===== config.mk =====
export PLATFORM = sky130hd
export DESIGN_NAME = mfe_host_ctrl
export DESIGN_NICKNAME = d
export VERILOG_FILES = /design/src/rtl/mfe_pkg.sv /design/src/rtl/mfe_out_buf.sv /design/src/rtl/mfe_host_ctrl.sv
export SDC_FILE = /design/constraint.sdc
export NUM_CORES = 1
export LEC_CHECK = 0
export BUFFER_PORTS_ARGS = -buffer_cell sky130_fd_sc_hd__buf_2
export CAP_MARGIN = 20
export CORE_ASPECT_RATIO = 0.6
export CORE_MARGIN = 2
export CORE_UTILIZATION = 35
export CTS_CLUSTER_DIAMETER = 60
export CTS_CLUSTER_SIZE = 12
export DETAILED_ROUTE_END_ITERATION = 10
export PLACE_DENSITY = 0.57
export SYNTH_ARGS = -nofsm -noshare
export SYNTH_HDL_FRONTEND = slang
export SYNTH_HIERARCHICAL = 1
export SYNTH_SLANG_ARGS = --single-unit

===== constraint.sdc =====
create_clock -name clk -period 3.8 [get_ports clk]
set_input_delay 0.19 -clock clk [delete_from_list [all_inputs] [get_ports clk]]
set_output_delay 0.19 -clock clk [all_outputs]
set_load 0.02 [all_outputs]

===== src/rtl/mfe_pkg.sv =====
// Shared constants and state encoding for the MFE host controller.
package mfe_pkg;

    localparam int ADDR_W = 14;
    localparam int DATA_W = 8;
    localparam int NPIX   = 16384;
    localparam int CSUM_W = 24;

    typedef enum logic [2:0] {
        S_IDLE,
        S_WAIT_IDLE,
        S_LAUNCH,
        S_RUN,
        S_READ,
        S_FINISH
    } mfe_host_state_t;

endpackage


===== src/rtl/mfe_out_buf.sv =====
// Two-entry output FIFO carrying pixel data plus end-of-image flag.
module mfe_out_buf
    import mfe_pkg::*;
(
    input  logic              clk,
    input  logic              reset,
    input  logic              push_i,
    input  logic [DATA_W-1:0] push_data_i,
    input  logic              push_last_i,
    input  logic              pop_i,
    output logic [DATA_W-1:0] data_o,
    output logic              last_o,
    output logic              full_o,
    output logic              empty_o,
    output logic [1:0]        count_o
);

    logic [DATA_W-1:0] data_q [2];
    logic [1:0]        last_q;
    logic              wr_q;
    logic              rd_q;
    logic [1:0]        count_q;
    logic              do_push;
    logic              do_pop;

    assign do_pop  = pop_i && (count_q != 2'd0);
    assign do_push = push_i && ((count_q != 2'd2) || do_pop);

    always_ff @(posedge clk) begin
        if (reset) begin
            data_q[0] <= '0;
            data_q[1] <= '0;
            last_q    <= '0;
            wr_q      <= 1'b0;
            rd_q      <= 1'b0;
            count_q   <= 2'd0;
        end else begin
            if (do_push) begin
                data_q[wr_q] <= push_data_i;
                last_q[wr_q] <= push_last_i;
                wr_q         <= ~wr_q;
            end
            if (do_pop) begin
                rd_q <= ~rd_q;
            end
            count_q <= count_q + {1'b0, do_push} - {1'b0, do_pop};
        end
    end

    // Head entry stays put until popped, so the stream is stable under stall.
    assign data_o  = data_q[rd_q];
    assign last_o  = last_q[rd_q] & (count_q != 2'd0);
    assign full_o  = (count_q == 2'd2);
    assign empty_o = (count_q == 2'd0);
    assign count_o = count_q;

endmodule


===== src/rtl/mfe_host_ctrl.sv =====
// Launches the MFE, lends it the result RAM, then streams the image back.
module mfe_host_ctrl
    import mfe_pkg::*;
(
    input  logic              clk,
    input  logic              reset,
    input  logic              start,
    input  logic              mfe_busy,
    output logic              mfe_ready,
    input  logic [ADDR_W-1:0] mfe_addr,
    input  logic              mfe_wen,
    input  logic [DATA_W-1:0] mfe_data_wr,
    output logic [DATA_W-1:0] mfe_data_rd,
    output logic [ADDR_W-1:0] mem_addr,
    output logic              mem_wen,
    output logic [DATA_W-1:0] mem_wdata,
    input  logic [DATA_W-1:0] mem_rdata,
    output logic              out_valid,
    input  logic              out_ready,
    output logic [DATA_W-1:0] out_data,
    output logic              out_last,
    output logic              done,
    output logic [CSUM_W-1:0] checksum
);

    localparam logic [ADDR_W:0] NPIX_P = (ADDR_W+1)'(NPIX);
    localparam logic [ADDR_W:0] LAST_P = (ADDR_W+1)'(NPIX - 1);

    mfe_host_state_t   state_q;
    logic [ADDR_W:0]   ptr_q;
    logic              inflight_q;
    logic              inflight_last_q;
    logic              mfe_ready_q;
    logic              done_q;
    logic [CSUM_W-1:0] csum_q;
    logic [1:0]        buf_count;
    logic              buf_full;
    logic              buf_empty;
    logic              accept;
    logic              issue;
    logic [2:0]        occ;

    mfe_out_buf u_buf (
        .clk         (clk),
        .reset       (reset),
        .push_i      (inflight_q),
        .push_data_i (mem_rdata),
        .push_last_i (inflight_last_q),
        .pop_i       (accept),
        .data_o      (out_data),
        .last_o      (out_last),
        .full_o      (buf_full),
        .empty_o     (buf_empty),
        .count_o     (buf_count)
    );

    assign out_valid = ~buf_empty;
    assign accept    = out_valid & out_ready;

    // A slot freed by this cycle's pop counts, which keeps one pixel per cycle.
    assign occ   = {1'b0, buf_count} + {2'b0, inflight_q} - {2'b0, accept};
    assign issue = (state_q == S_READ) && (occ < 3'd2) &&
                   (ptr_q < NPIX_P) && !(buf_full && !accept);

    always_comb begin
        mem_addr    = ptr_q[ADDR_W-1:0];
        mem_wen     = 1'b0;
        mem_wdata   = '0;
        mfe_data_rd = '0;
        if (state_q == S_RUN) begin
            mem_addr    = mfe_addr;
            mem_wen     = mfe_wen;
            mem_wdata   = mfe_data_wr;
            mfe_data_rd = mem_rdata;
        end
    end

    always_ff @(posedge clk) begin
        if (reset) begin
            state_q         <= S_IDLE;
            ptr_q           <= '0;
            inflight_q      <= 1'b0;
            inflight_last_q <= 1'b0;
            mfe_ready_q     <= 1'b0;
            done_q          <= 1'b0;
            csum_q          <= '0;
        end else begin
            inflight_q <= issue;
            done_q     <= 1'b0;
            if (issue) begin
                ptr_q           <= ptr_q + 1'b1;
                inflight_last_q <= (ptr_q == LAST_P);
            end
            unique case (state_q)
                S_IDLE: begin
                    if (start) begin
                        csum_q  <= '0;
                        state_q <= S_WAIT_IDLE;
                    end
                end
                S_WAIT_IDLE: begin
                    if (!mfe_busy) begin
                        mfe_ready_q <= 1'b1;
                        state_q     <= S_LAUNCH;
                    end
                end
                S_LAUNCH: begin
                    if (mfe_busy) begin
                        mfe_ready_q <= 1'b0;
                        state_q     <= S_RUN;
                    end
                end
                S_RUN: begin
                    if (!mfe_busy) begin
                        ptr_q   <= '0;
                        state_q <= S_READ;
                    end
                end
                S_READ: begin
                    if (accept) begin
                        csum_q <= csum_q + CSUM_W'(out_data);
                        if (out_last) begin
                            done_q  <= 1'b1;
                            state_q <= S_FINISH;
                        end
                    end
                end
                S_FINISH: state_q <= S_IDLE;
                default:  state_q <= S_IDLE;
            endcase
        end
    end

    assign mfe_ready = mfe_ready_q;
    assign done      = done_q;
    assign checksum  = csum_q;

endmodule


==> impl_metrics.csv <==
group,metric,value,unit
run_status,run_status,"finished, final reports clean",
power_and_ir_drop,power.density,369,nW/um^2
final_layout,antenna_cells,0,
logic_synthesis,synthAdderAreaFrac,4.23,%
critical_path,cp.required,4.00,ns
job,drv_cap,0,
logic_synthesis,yosysSeqAreaShare,39.4,%
final_layout,final_layout_size_suffix_gt1_share,30.4,%
route,dr_total_vias,3394,
critical_path,r2r-start,"u_buf/count_o[1]$_SDFF_PP0_",
critical_path,critPathMostFrequentCell,"nor2_1",
cts,cts.sinks,69,
timing,tns,0,ns
critical_path,path_max_fanout,9,
critical_path,reg2reg_setup_slack,0.59,ns
global_routing,grt_pass1_vias,3095,
logic_synthesis,ys.flop_type,"dfxtp_1",
timing,drv_slew,0,
timing,finalClockSkew,0.0112,ns
critical_path,crit_buf_inv,0,
cts,hold_buffers,0,
logic_synthesis,synth_simple_gate_area_share,25.8,%
cts,cts_htree_levels,3,
logic_synthesis,synthMuxAreaShare,9.44,%
final_layout,multi_input_area,2270,um^2
critical_path,crit_path_end,"ptr_q[9]$_SDFF_PP0_",
timing,finalHoldViolCount,0,
floorplanning,dieArea,12100,um^2
timing,period_needed,3.21,ns
logic_synthesis,synth_edf_count,16,
route,drtIter0Drc,194,
cts,cts_resized,0,
final_layout,fin_nets,559,
route,drc,0,
critical_path,cp_cell_sequence,"nor2_1 > nand2b_1 > nor2_1 > o21ai_0 > fa_1 > nand2b_1 > nor4b_2 > nand3_1 > xor2_1 > nor2_1",
route,wire_per_inst,15.4,um
power_and_ir_drop,p_total,1800,uW
critical_path,crit_cells,10,
global_routing,grt_max_degree,27,
placed_design,place_hpwl,7590,um
logic_synthesis,synth_compound_area_share,12.7,%
logic_synthesis,syn-mean-instance-area,9.53,um^2
route,postRouteAntennaNets,0,
hold_path,hp-class,"in -> reg",
hold_path,worstHoldStart,"mem_rdata[5]",
global_routing,overflow,0,
logic_synthesis,synthArstFlopShare,0,%
cts,clockBufferDepth,2,
placed_design,placed_cells,639,
critical_path,cpMaxStageDelayCell,"nor4b_2",
route,dr.pass1.iters,4,
timing,finalSetupViolCount,0,
final_layout,area_delta_synth_final,24.4,%
timing,max_slew_margin,35.1,%
logic_synthesis,synth_top_family_by_area,"simple AND/OR/NAND/NOR gates",
floorplanning,initial_utilization,36.5,%
critical_path,critical-path-max-stage-delay,0.63,ns
timing,min_period_over_period,84.5,%
critical_path,crit_arrival,3.41,ns
critical_path,start_kind,"flop",
critical_path,end_kind,"flop",
logic_synthesis,synth-seq-cells,69,
cts,clkTransAtPathRegs,0.06,ns
final_layout,fin_cells,655,
timing,holdWs,0.167,ns
floorplanning,pin_count,103,
cts,postCtsSetupRepairBufs,0,
logic_synthesis,synth_area,3910,um^2
critical_path,r2r_end,"ptr_q[9]$_SDFF_PP0_",
cts,root_buffer,"clkbuf_16",
logic_synthesis,yosysWarnings,6,
critical_path,critical_path_class,"reg -> reg",
logic_synthesis,synth_fp_nets,458,
global_routing,grt_pass1_wl,16500,um
floorplanning,die_h,85.9,um
timing,max_freq,311,MHz
critical_path,crit_start,"u_buf/count_o[1]$_SDFF_PP0_",
floorplanning,coreArea,10700,um^2
power_and_ir_drop,p_leak,0.00220,uW
placed_design,portBuffers,102,
floorplanning,rows,29,
final_layout,fillers,1026,
timing,rsz0062_at_grt,"no",
timing,tightestPinTransition,0.973,ns
critical_path,cp_top_family,"simple AND/OR/NAND/NOR gates",
global_routing,grt_usage,17.5,%
critical_path,rr_worst_depth,10,
cts,cts_tree,"done",
cts,clkLatencyLatePin,0.34,ns
power_and_ir_drop,irDropWorstVdd,205,uV
logic_synthesis,synth_xor_area_share,6.05,%
global_routing,antenna_found_initial,0,
final_layout,seqCellArea,1540,um^2
floorplanning,die_w,140,um
cts,cts_buffers,9,
logic_synthesis,synth_cell_type_count,57,
route,routed_wl,10100,um
logic_synthesis,synthCells,410,
route,vias_per_cell,5.18,
placed_design,place_congestion,0.809,
power breakdown:
group          switching (uW)  internal (uW)
combinational            80.4           48.9
sequential               12.3            761
clock                     323            570
cells in the final DEF (no fill, tap or decap), types with 7 or more instances in the layout:
master,instances
nor2_1,38
a21oi_1,19
o21ai_0,7
mux2i_1,11
a211oi_1,9
nand3_1,10
mux2_2,22
and3_1,23
nand2_1,31
clkbuf_16,9
nand2b_1,16
and2_1,19
ha_1,10
xor2_1,15
nor2b_1,8
dfxtp_1,53
edfxtp_1,16
nand4_1,10
buf_2,102
xnor2_1,12
cells in the mapped netlist, types with 2 or more instances:
library cell,instances,area (um^2)
a211o_1,3,26.3
edfxtp_1,16,480
mux2i_1,11,110
and4_1,2,17.5
nor2b_1,8,50.1
o21a_1,2,15.0
dfxtp_1,53,1060
xnor2_1,12,105
o211a_1,2,20.0
nand4_1,10,62.6
nand2b_1,16,100
and2_1,19,119
ha_1,10,125
a21oi_1,19,95.1
nor3_1,5,25.0
and3_1,23,144
a2111oi_0,4,35.0
xor2_1,15,131
fa_1,2,40.0
nand3b_1,3,22.5
nand2_1,31,116
nor2_2,2,12.5
a22o_1,4,35.0
o21ai_0,7,35.0
nor2_1,38,143
or3b_1,2,17.5
o211ai_1,4,30.0
inv_1,6,22.5
o2111ai_1,2,17.5
mux2_2,22,248
or2_1,2,12.5
a211oi_1,9,67.6
a21o_1,3,22.5
buf_2,2,10.0
nand3_1,10,50.1
clkbuf_1,10,37.5
state kept, by name, indices dropped and copies added, names as in the netlist, named ones only:
| register | cells |
|---|---|
| checksum | 24 |
| done | 1 |
| inflight_last_q | 1 |
| inflight_q | 1 |
| mfe_ready | 1 |
| ptr_q | 15 |
| state_q | 3 |
| u_buf/count_o | 2 |
| u_buf/data_q | 16 |
| u_buf/last_q | 2 |
| u_buf/rd_q | 1 |
| u_buf/wr_q | 1 |
layer usage:
| metal | GRT usage, % | wire length, um |
|---|---|---|
| met1 | 25.8 | 5420 |
| met2 | 24.2 | 3960 |
| met3 | 5.58 | 611 |
| met4 | 4.96 | 123 |
| met5 | 0 | 0 |
worst min-delay path by stage:
| stage | end | cells past startpoint |
|---|---|---|
| 6_report | u_buf/data_q[1][5]$_SDFFCE_PN0P_ | 2 |
| 5_1_grt | u_buf/data_q[1][0]$_SDFFCE_PN0P_ | 2 |
| 2_1_floorplan | mfe_ready$_SDFFE_PP0P_ | 3 |
| 3_3_place_gp | ptr_q[14]$_SDFF_PP0_ | 2 |
| 3_5_place_dp | ptr_q[14]$_SDFF_PP0_ | 2 |
| 4_1_cts | u_buf/data_q[0][0]$_SDFFCE_PN0P_ | 2 |
final cells by class:
| type | count | share of cell area, % |
|---|---|---|
| Tap cell | 139 | 3.58 |
| Clock inverter | 7 | 1.85 |
| Multi-Input combinational cell | 320 | 46.8 |
| Timing Repair Buffer | 105 | 11.0 |
| Inverter | 6 | 0.463 |
| Clock buffer | 9 | 4.63 |
| Sequential cell | 69 | 31.7 |
kinds of logic after synthesis:
family,Yosys count
compound gates,66
buf+inv,21
fa+ha+maj,12
xor+xnor,27
simple gates,181
flops,69
mux,34
per-stage QoR:
stage	area, um^2	setup WS (ns)	utilization (%)
global route	4860	0.247	45.4
floorplan	3910	0.954	-
finish	4860	0.588	45.4
global placement	4550	0.781	42.5
CTS	4860	0.555	45.4
detailed placement	4550	0.618	42.5
Power figures use the tool's default switching activity.
